`src/rtl/biquad_pkg.sv`:
```
// biquad_pkg: shared state, coefficient-set type and defaults for biquad_df1.
// Coefficient fields are CW bits wide; the filter sign-extends DW-bit inputs into them.
package biquad_pkg;

    localparam int Q_FP_DEF = 15;
    localparam int CW       = 32;
    localparam int NTAPS    = 5;

    typedef enum logic [1:0] {
        S_IDLE,
        S_MAC,
        S_OUT
    } state_t;

    typedef struct packed {
        logic signed [CW-1:0] b0;
        logic signed [CW-1:0] b1;
        logic signed [CW-1:0] b2;
        logic signed [CW-1:0] a1;
        logic signed [CW-1:0] a2;
    } coef_t;

    // Unity-gain set: b0 = 1.0 in Q(q), everything else zero.
    function automatic coef_t coef_pass(input int q);
        coef_t c;
        c    = '0;
        c.b0 = CW'(1 << q);
        return c;
    endfunction

endpackage

```
`src/rtl/biquad_mac.sv`:
```
// biquad_mac: one signed multiplier feeding a 2*DW+3 bit accumulator.
// i_clr has priority over i_en; i_sub subtracts the product.
module biquad_mac
    import biquad_pkg::*;
#(
    parameter int DW = 32
) (
    input  logic                   i_clk,
    input  logic                   i_rst_n,
    input  logic                   i_clr,
    input  logic                   i_en,
    input  logic                   i_sub,
    input  logic signed [DW-1:0]   i_a,
    input  logic signed [DW-1:0]   i_b,
    output logic signed [2*DW+2:0] o_acc
);

    localparam int AW = 2 * DW + 3;

    logic signed [2*DW-1:0] w_prod;
    logic signed [AW-1:0]   w_term;
    logic signed [AW-1:0]   r_acc;

    assign w_prod = i_a * i_b;
    assign w_term = AW'(w_prod);

    always_ff @(posedge i_clk) begin
        if (!i_rst_n) begin
            r_acc <= '0;
        end else if (i_clr) begin
            r_acc <= '0;
        end else if (i_en) begin
            r_acc <= i_sub ? (r_acc - w_term) : (r_acc + w_term);
        end
    end

    assign o_acc = r_acc;

endmodule

```
`src/rtl/biquad_df1.sv`:
```
// biquad_df1: direct-form-I biquad, five taps time-shared over one MAC.
// Define BIQUAD_SAT_EN to clamp the output instead of two's-complement wrap.
module biquad_df1
    import biquad_pkg::*;
#(
    parameter int DW   = 32,
    parameter int Q_FP = Q_FP_DEF
) (
    input  logic                 i_clk,
    input  logic                 i_rst_n,
    input  logic                 i_valid,
    output logic                 o_ready,
    input  logic signed [DW-1:0] i_data,
    output logic                 o_valid,
    output logic signed [DW-1:0] o_data,
    input  logic                 i_coef_load,
    input  logic signed [DW-1:0] i_b0,
    input  logic signed [DW-1:0] i_b1,
    input  logic signed [DW-1:0] i_b2,
    input  logic signed [DW-1:0] i_a1,
    input  logic signed [DW-1:0] i_a2,
    input  logic                 i_clear
);

    localparam int AW = 2 * DW + 3;

    state_t               r_state;
    state_t               w_next;
    logic [2:0]           r_cnt;
    coef_t                r_shadow;
    coef_t                r_act;
    coef_t                w_coef_in;
    logic signed [DW-1:0] r_x0, r_x1, r_x2;
    logic signed [DW-1:0] r_y1, r_y2;
    logic signed [DW-1:0] r_data;
    logic signed [DW-1:0] w_y;
    logic signed [DW-1:0] w_tap_x;
    logic signed [DW-1:0] w_tap_c;
    logic signed [AW-1:0] w_acc;
    logic                 r_valid;
    logic                 r_clr_pend;
    logic                 w_ready;
    logic                 w_accept;
    logic                 w_mac_en;
    logic                 w_mac_clr;
    logic                 w_sub;

    assign w_coef_in = '{
        b0: CW'(i_b0),
        b1: CW'(i_b1),
        b2: CW'(i_b2),
        a1: CW'(i_a1),
        a2: CW'(i_a2)
    };

    assign w_accept = i_valid && w_ready;

    always_ff @(posedge i_clk) begin
        if (!i_rst_n) begin
            r_state <= S_IDLE;
        end else begin
            r_state <= w_next;
        end
    end

    always_comb begin
        w_next = r_state;
        unique case (r_state)
            S_IDLE:  if (w_accept) w_next = S_MAC;
            S_MAC:   if (r_cnt == 3'(NTAPS - 1)) w_next = S_OUT;
            S_OUT:   w_next = S_IDLE;
            default: w_next = S_IDLE;
        endcase
    end

    // Accumulator is held clear while idle, so the accept edge starts at zero.
    always_comb begin
        w_ready   = 1'b0;
        w_mac_en  = 1'b0;
        w_mac_clr = 1'b0;
        unique case (r_state)
            S_IDLE: begin
                w_ready   = 1'b1;
                w_mac_clr = 1'b1;
            end
            S_MAC:   w_mac_en = 1'b1;
            default: ;
        endcase
    end

    always_comb begin
        w_tap_x = r_x0;
        w_tap_c = r_act.b0[DW-1:0];
        w_sub   = 1'b0;
        unique case (r_cnt)
            3'd0: ;
            3'd1: begin
                w_tap_x = r_x1;
                w_tap_c = r_act.b1[DW-1:0];
            end
            3'd2: begin
                w_tap_x = r_x2;
                w_tap_c = r_act.b2[DW-1:0];
            end
            3'd3: begin
                w_tap_x = r_y1;
                w_tap_c = r_act.a1[DW-1:0];
                w_sub   = 1'b1;
            end
            3'd4: begin
                w_tap_x = r_y2;
                w_tap_c = r_act.a2[DW-1:0];
                w_sub   = 1'b1;
            end
            default: ;
        endcase
    end

    biquad_mac #(
        .DW(DW)
    ) u_mac (
        .i_clk   (i_clk),
        .i_rst_n (i_rst_n),
        .i_clr   (w_mac_clr),
        .i_en    (w_mac_en),
        .i_sub   (w_sub),
        .i_a     (w_tap_c),
        .i_b     (w_tap_x),
        .o_acc   (w_acc)
    );

`ifdef BIQUAD_SAT_EN
    localparam logic signed [AW-1:0] MAXV =
        {{(AW - DW + 1){1'b0}}, {(DW - 1){1'b1}}};
    localparam logic signed [AW-1:0] MINV =
        {{(AW - DW + 1){1'b1}}, {(DW - 1){1'b0}}};

    logic signed [AW-1:0] w_shift;

    assign w_shift = w_acc >>> Q_FP;
    assign w_y = (w_shift > MAXV) ? MAXV[DW-1:0] :
                 (w_shift < MINV) ? MINV[DW-1:0] :
                 w_shift[DW-1:0];
`else
    assign w_y = DW'(w_acc >>> Q_FP);
`endif

    always_ff @(posedge i_clk) begin
        if (!i_rst_n) begin
            r_cnt      <= '0;
            r_shadow   <= coef_pass(Q_FP);
            r_act      <= coef_pass(Q_FP);
            r_x0       <= '0;
            r_x1       <= '0;
            r_x2       <= '0;
            r_y1       <= '0;
            r_y2       <= '0;
            r_clr_pend <= 1'b0;
            r_valid    <= 1'b0;
            r_data     <= '0;
        end else begin
            r_cnt   <= (r_state == S_MAC) ? r_cnt + 3'd1 : 3'd0;
            r_valid <= (r_state == S_OUT);
            if (i_coef_load) begin
                r_shadow <= w_coef_in;
            end
            if (w_accept) begin
                r_act <= i_coef_load ? w_coef_in : r_shadow;
                r_x0  <= i_data;
            end
            // A clear seen mid-sample replaces the history shift at S_OUT.
            if (((r_state == S_IDLE) && i_clear) ||
                ((r_state == S_OUT) && (r_clr_pend || i_clear))) begin
                r_x1 <= '0;
                r_x2 <= '0;
                r_y1 <= '0;
                r_y2 <= '0;
            end else if (r_state == S_OUT) begin
                r_x2 <= r_x1;
                r_x1 <= r_x0;
                r_y2 <= r_y1;
                r_y1 <= w_y;
            end
            if (r_state == S_OUT) begin
                r_data     <= w_y;
                r_clr_pend <= 1'b0;
            end else if ((r_state == S_MAC) && i_clear) begin
                r_clr_pend <= 1'b1;
            end
        end
    end

    assign o_ready = w_ready;
    assign o_valid = r_valid;
    assign o_data  = r_data;

endmodule

```
`config.mk`:
```
export PLATFORM = sky130hd
export DESIGN_NAME = biquad_df1
export DESIGN_NICKNAME = d
export VERILOG_FILES = /design/src/rtl/biquad_pkg.sv /design/src/rtl/biquad_mac.sv /design/src/rtl/biquad_df1.sv
export SDC_FILE = /design/constraint.sdc
export NUM_CORES = 2
export LEC_CHECK = 0
export CORE_ASPECT_RATIO = 1.75
export CORE_MARGIN = 5
export CORE_UTILIZATION = 45
export CTS_BUF_LIST = sky130_fd_sc_hd__clkbuf_8 sky130_fd_sc_hd__clkbuf_16
export DETAILED_ROUTE_END_ITERATION = 10
export HOLD_SLACK_MARGIN = 0.1
export PLACE_DENSITY = 0.65
export SYNTH_ARGS = -nofsm -noshare
export SYNTH_HDL_FRONTEND = slang
export SYNTH_SLANG_ARGS = --single-unit
```
`constraint.sdc`:
```
create_clock -name i_clk -period 28.4 [get_ports i_clk]
set_input_delay 2.84 -clock i_clk [delete_from_list [all_inputs] [get_ports i_clk]]
set_output_delay 2.84 -clock i_clk [all_outputs]
set_load 0.05 [all_outputs]
```
=== Word level (Yosys, flattened, before mapping) ===
Index checks and enable logic that the tools add are counted.

* Register bits after elaboration: 586
* Output and inout port bits: 34
* Logic and storage cells: 57

* Add/sub/neg operators: 3
* Multipliers: 1
* Equal/unequal tests: 8
* Muxes and demuxes: 10
* Bitwise operators: 1
* Reductions and logical operators: 13

{| class="wikitable"
|+ Operators by type and width
! kind !! number
|-
| $pmux W32 S4 || 2
|-
| $mux W160 || 1
|-
| $add A67 B64 Y67 || 1
|-
| $mux W67 || 1
|-
| $sub A67 B64 Y67 || 1
|-
| $mul A32 B32 Y64 || 1
|-
| $reduce_or A2 Y1 || 4
|-
| $eq A3 B2 Y1 const B || 2
|-
| $logic_and A1 B1 Y1 || 4
|-
| $mux W2 || 2
|-
| $ne A2 B2 Y1 const B || 2
|-
| $pmux W2 S2 || 1
|-
| $reduce_and A2 Y1 || 2
|-
| $add A3 B1 Y3 const B || 1
|-
| $eq A3 B1 Y1 const B || 1
|-
| $eq A3 B3 Y1 const B || 1
|-
| $mux W1 || 3
|-
| $eq A2 B1 Y1 const B || 1
|-
| $eq A2 B2 Y1 const B || 1
|-
| $logic_not A2 Y1 || 1
|-
| $logic_or A1 B1 Y1 || 2
|-
| $not A1 Y1 || 1
|}

=== Longest topological paths before layout ===
* Depth after elaboration: 5
* Depth in mapped cells: 57
* Mapped depth without buffers: 48

=== Hierarchy ===
From an unflattened synthesis, not the netlist that was laid out.

* Cells, all modules: 7081
* Area, all modules: 64729.6 um2

{| class="wikitable"
|+ By module, submodules not included
! module !! times used !! cells an instance !! area an instance (um2) !! seq. area each (um2)
|-
| biquad_mac || 1 || 4893 || 43950.9 || 1341.3
|-
| biquad_df1 || 1 || 2188 || 20778.7 || 10390.0
|}

=== Least setup slack after synthesis ===
Ideal clock, no wire load.

* Path kind: register -> register
* Start point: register r_cnt[2]
* End point: register u_mac.r_acc[46], in the netlist u_mac.o_acc[46]
* Setup time: 67 ps
* Data arrival time: 12993 ps
* Required time: 28333 ps
* Setup slack: 15340 ps
* Cell stages (with the launch flop): 54
* Period minus slack after synthesis: 13060 ps
* Cell sequence: dfxtp_1 buf_2 clkbuf_1 inv_1 ha_1 nor2_1 buf_2 buf_2 buf_1 buf_1 buf_1 mux2i_1 clkbuf_1 nor2_1 fa_1 fa_1 fa_1 inv_1 (+18 left out) nand2b_1 o21ai_0 xor2_1 ha_1 a21o_1 a21o_1 a21o_1 a21o_1 a21o_1 a31o_2 a31oi_1 o211a_1 nor2_1 a31o_2 o221ai_1 xnor2_1 mux2_4 a21oi_2

* Longest elaborated chain between the ends: 5
* Elaborated cells on any way between the ends: 12
* Those cells by class: add/sub (2); mul (1); eq/ne (4); mux (4); reduce/logical (1)

{| class="wikitable"
|+ RTL lines
! element !! line !! RTL
|-
| start: declaration || biquad_df1.sv:29 || <nowiki>logic [2:0] r_cnt;</nowiki>
|-
| start signal: assignment || biquad_df1.sv:162 || <nowiki>r_cnt <= (r_state == S_MAC) ? r_cnt + 3'd1 : 3'd0;</nowiki>
|-
| $eq A3 B3 Y1 (tied with other cells) || biquad_df1.sv:95 || <nowiki>unique case (r_cnt)</nowiki>
|-
| $pmux W32 S4 || biquad_df1.sv:95 ||
|-
| $mul A32 B32 Y64 || biquad_mac.sv:24 || <nowiki>assign w_prod = i_a * i_b;</nowiki>
|-
| $add A67 B64 Y67 or $sub A67 B64 Y67 (tied branches) || biquad_mac.sv:33 || <nowiki>r_acc <= i_sub ? (r_acc - w_term) : (r_acc + w_term);</nowiki>
|-
| $mux W67 * || biquad_mac.sv:33 ||
|-
| end signal: assignment || biquad_mac.sv:33 ||
|-
| end: declaration || biquad_mac.sv:22 || <nowiki>logic signed [AW-1:0] r_acc;</nowiki>
|}

Mark *: on every way between the ends. The rest lies on a longest branch, timed or not.
A chain may end at the register's enable or synchronous reset.

=== Worst setup path after layout ===
* Start point: register r_cnt[2]
* End point: register u_mac.r_acc[45], in the netlist u_mac.o_acc[45]

Same word-level chain as after synthesis.

==> flow_summary.ini <==
[final_layout]
design_area_um2 = 58380
syn_to_final_growth_pct = 10.82
layout.nets = 7301
final_common_cell = nand2_1
nFillCells = 11120
final_cell_mix = nand2_1 (907), nor2_1 (860), inv_1 (843), fa_1 (818), dfxtp_1 (566)
drive_above_1_share_pct = 5.008
finalNonFillerCells = 7626

[timing]
worst_slack_ns = 13.35
finalCriticalPeriod_ns = 15.05
slew_viol_final = 0
setup_viol = 0
timing.final.crit_share_pct = 53.01
max_freq_mhz = 66.42
worst_slew_pin_slew_ns = 1.314
finalClockSkew_ns = 0.07302
slew_headroom_pct = 10.54
rsz0062_at_grt = no
finalHoldViolations = 0
tns_ns = 0

[min_path]
hold_path.class = reg2reg
worstHoldStart = o_data[21]

[placement]
dp_cells = 7525
dp_hpwl_um = 147900
io_buffers = 230
pre_cts_slack_ns = 13.52
dpl-instance-area_um2 = 56430
gp_congestion = 1.011

[pwr]
p_comb_share_pct = 46.8
ir_drop_v = 0.00005554
intPower_uw = 1828
leakage_uw = 0.02613
p_per_area_nw_per_um2 = 53.91
switching_share_pct = 41.91
total_power_uw = 3147
clock_power_share_pct = 25.1
p_switching_uw = 1319
seqPwrFrac_pct = 28.1

[clocking]
cts_setup_buffers = 0
clock_latency_ns = 0.68
cts_buffers = 52
cts_tree = built
clk_pin_slew_worst_paths_ns = 0.08
clk_path_buf_depth = 3
cts_hold_buf = 0
postCtsResizedCells = 0
cts-htree-levels = 2
clock-sinks = 566
cts_root_buffer = clkbuf_16

[worst_setup_path]
regToRegStartpoint = r_cnt[2]
crit_type = reg2reg
path_max_fanout = 58
end_kind = flip-flop
cp.required_ns = 28.94
max_stage_delay_ns = 1.18
critical-path-slowest-cell = mux2i_4
cp.arrival_ns = 15.59
crit_start = r_cnt[2]
cp-start-kind = flip-flop

[logic_synthesis]
netlist_area_um2 = 52680
avgSynthCellArea_um2 = 8.704
ys_ff_latch = 566
netlist.area_leader.share_pct = 31.08
synth_area_leader_cell = fa_1
synth-edff-count = 0
syn-num-nets = 7286
synthArstFlopShare_pct = 0
synthFlopType = dfxtp_1
ys_seq_area_share_pct = 21.51
synth_cells = 6053
yosysWarnings = 0
yosys-top-cells-area = fa_1 (31%), dfxtp_1 (22%), nand2_1 (6.5%)
synth_cell_type_count = 79

[run]
maxCapViolations = 0

[run_status]
status = finished, final reports clean

[grt]
antenna_found_initial = 4
grt_first_pass_wirelength_um = 280700
grt_overflow_total = 0
grt_max_degree = 209
grt_pass1_vias = 45500
grt_usage_pct = 30.15

[route]
vias_per_cell = 5.683
antenna_left = 0
wl_per_cell_um = 24.84
dr.pass1.iters = 6
initialDrtViolationCount = 3371
num_vias = 43340
routed_wl_um = 189400
drcViolationCount = 0

[floorplanning]
die_h_um = 462.6
initial_core_util_pct = 45.13
die_area_um2 = 124300
num_rows = 166
num_io_pins = 231
die_w_um = 268.7
core_area_um2 = 116700
==> final timing paths <==
check | depth (start not counted) | slack [ns] | end
max | 45 | 13.35 | u_mac.o_acc[45]
min | 2 | 0.45 | o_data[21]
max reg2reg | 45 | 13.35 | u_mac.o_acc[45]
min reg2reg | 2 | 0.45 | o_data[21]
==> synth_stat cells (20+ instances only) <==
master and number:
ha_1 218, xor2_1 58, buf_1 42, nand2b_1 23, clkbuf_1 299, mux2_2 60, a21o_1 73, dfxtp_1 566
nand2_1 907, and2_1 27, xnor2_1 98, a211oi_1 168, inv_1 840, o21ai_0 66, nor2_1 861, a22oi_1 150
a31oi_1 20, fa_1 818, nand3_1 23, nor3_1 25, mux2i_1 215, a21oi_1 286
==> worst max-delay path: cells and delay by family (launching register included) <==
kind	cells	cell delay, ns
AOI/OAI and AO/OA	13	3.03
xor gates and xnor gates	2	0.41
adders and majority gates	11	4.52
buffers and inverters	7	1.91
DFF	1	0.71
muxes	1	1.18
and+or+nand+nor	11	3.06
==> registers in the layout, indices dropped and copies added, names as in the netlist, 3 cells and up <==
register,count
r_act,160
r_shadow,160
u_mac.o_acc,47
o_data,32
r_x0,32
r_x1,32
r_x2,32
r_y1,32
r_y2,32
r_cnt,3
==> cell type report <==
cell class / instances / area (µm²) / area share, %
Antenna cell: 4 / 10.01 / 0.01714
Clock buffer: 66 / 1494 / 2.559
Clock inverter: 30 / 440.4 / 0.7543
Inverter: 841 / 3164 / 5.420
Multi-Input combinational cell: 4293 / 37100 / 63.54
Sequential cell: 566 / 11330 / 19.41
Tap cell: 1512 / 1892 / 3.240
Timing Repair Buffer: 314 / 2954 / 5.060
==> layer usage <==
layer	GRT usage [%]	share of wire [%]
met5	0	0
met4	25.03	11
met3	5.180	6.9
met2	52.14	50
met1	31.51	32
==> metrics by stage <==
| stage | hold slack [ns] | utilization, % |
|---|---|---|
| after floorplan | 0.4332 | - |
| after global placement | 0.4416 | 48.34 |
| after detailed placement | 0.4460 | 48.34 |
| after CTS | 0.4554 | 50.00 |
| after global routing | 0.4730 | 50.01 |
| final | 0.4540 | 50.02 |
==> cells by family after synthesis <==
group           count (synthesis)  synth area share [%]
simple gates                 1957                 14.87
fa+ha+maj                    1036                 36.26
compound gates                867                 10.78
flops                         566                 21.51
buf+inv                      1194                 8.547
mux                           276                 5.396
xor+xnor                      157                 2.636
==> power groups by stage <==
stage	Clock (µW)	Sequential [µW]	Combinational [µW]
global placement	0	901	1430
finish	790	885	1470
floorplan	0	885	956
CTS	804	884	1450
detailed placement	0	901	1440
global route	831	889	1580
(Power assumes the default switching activity.)
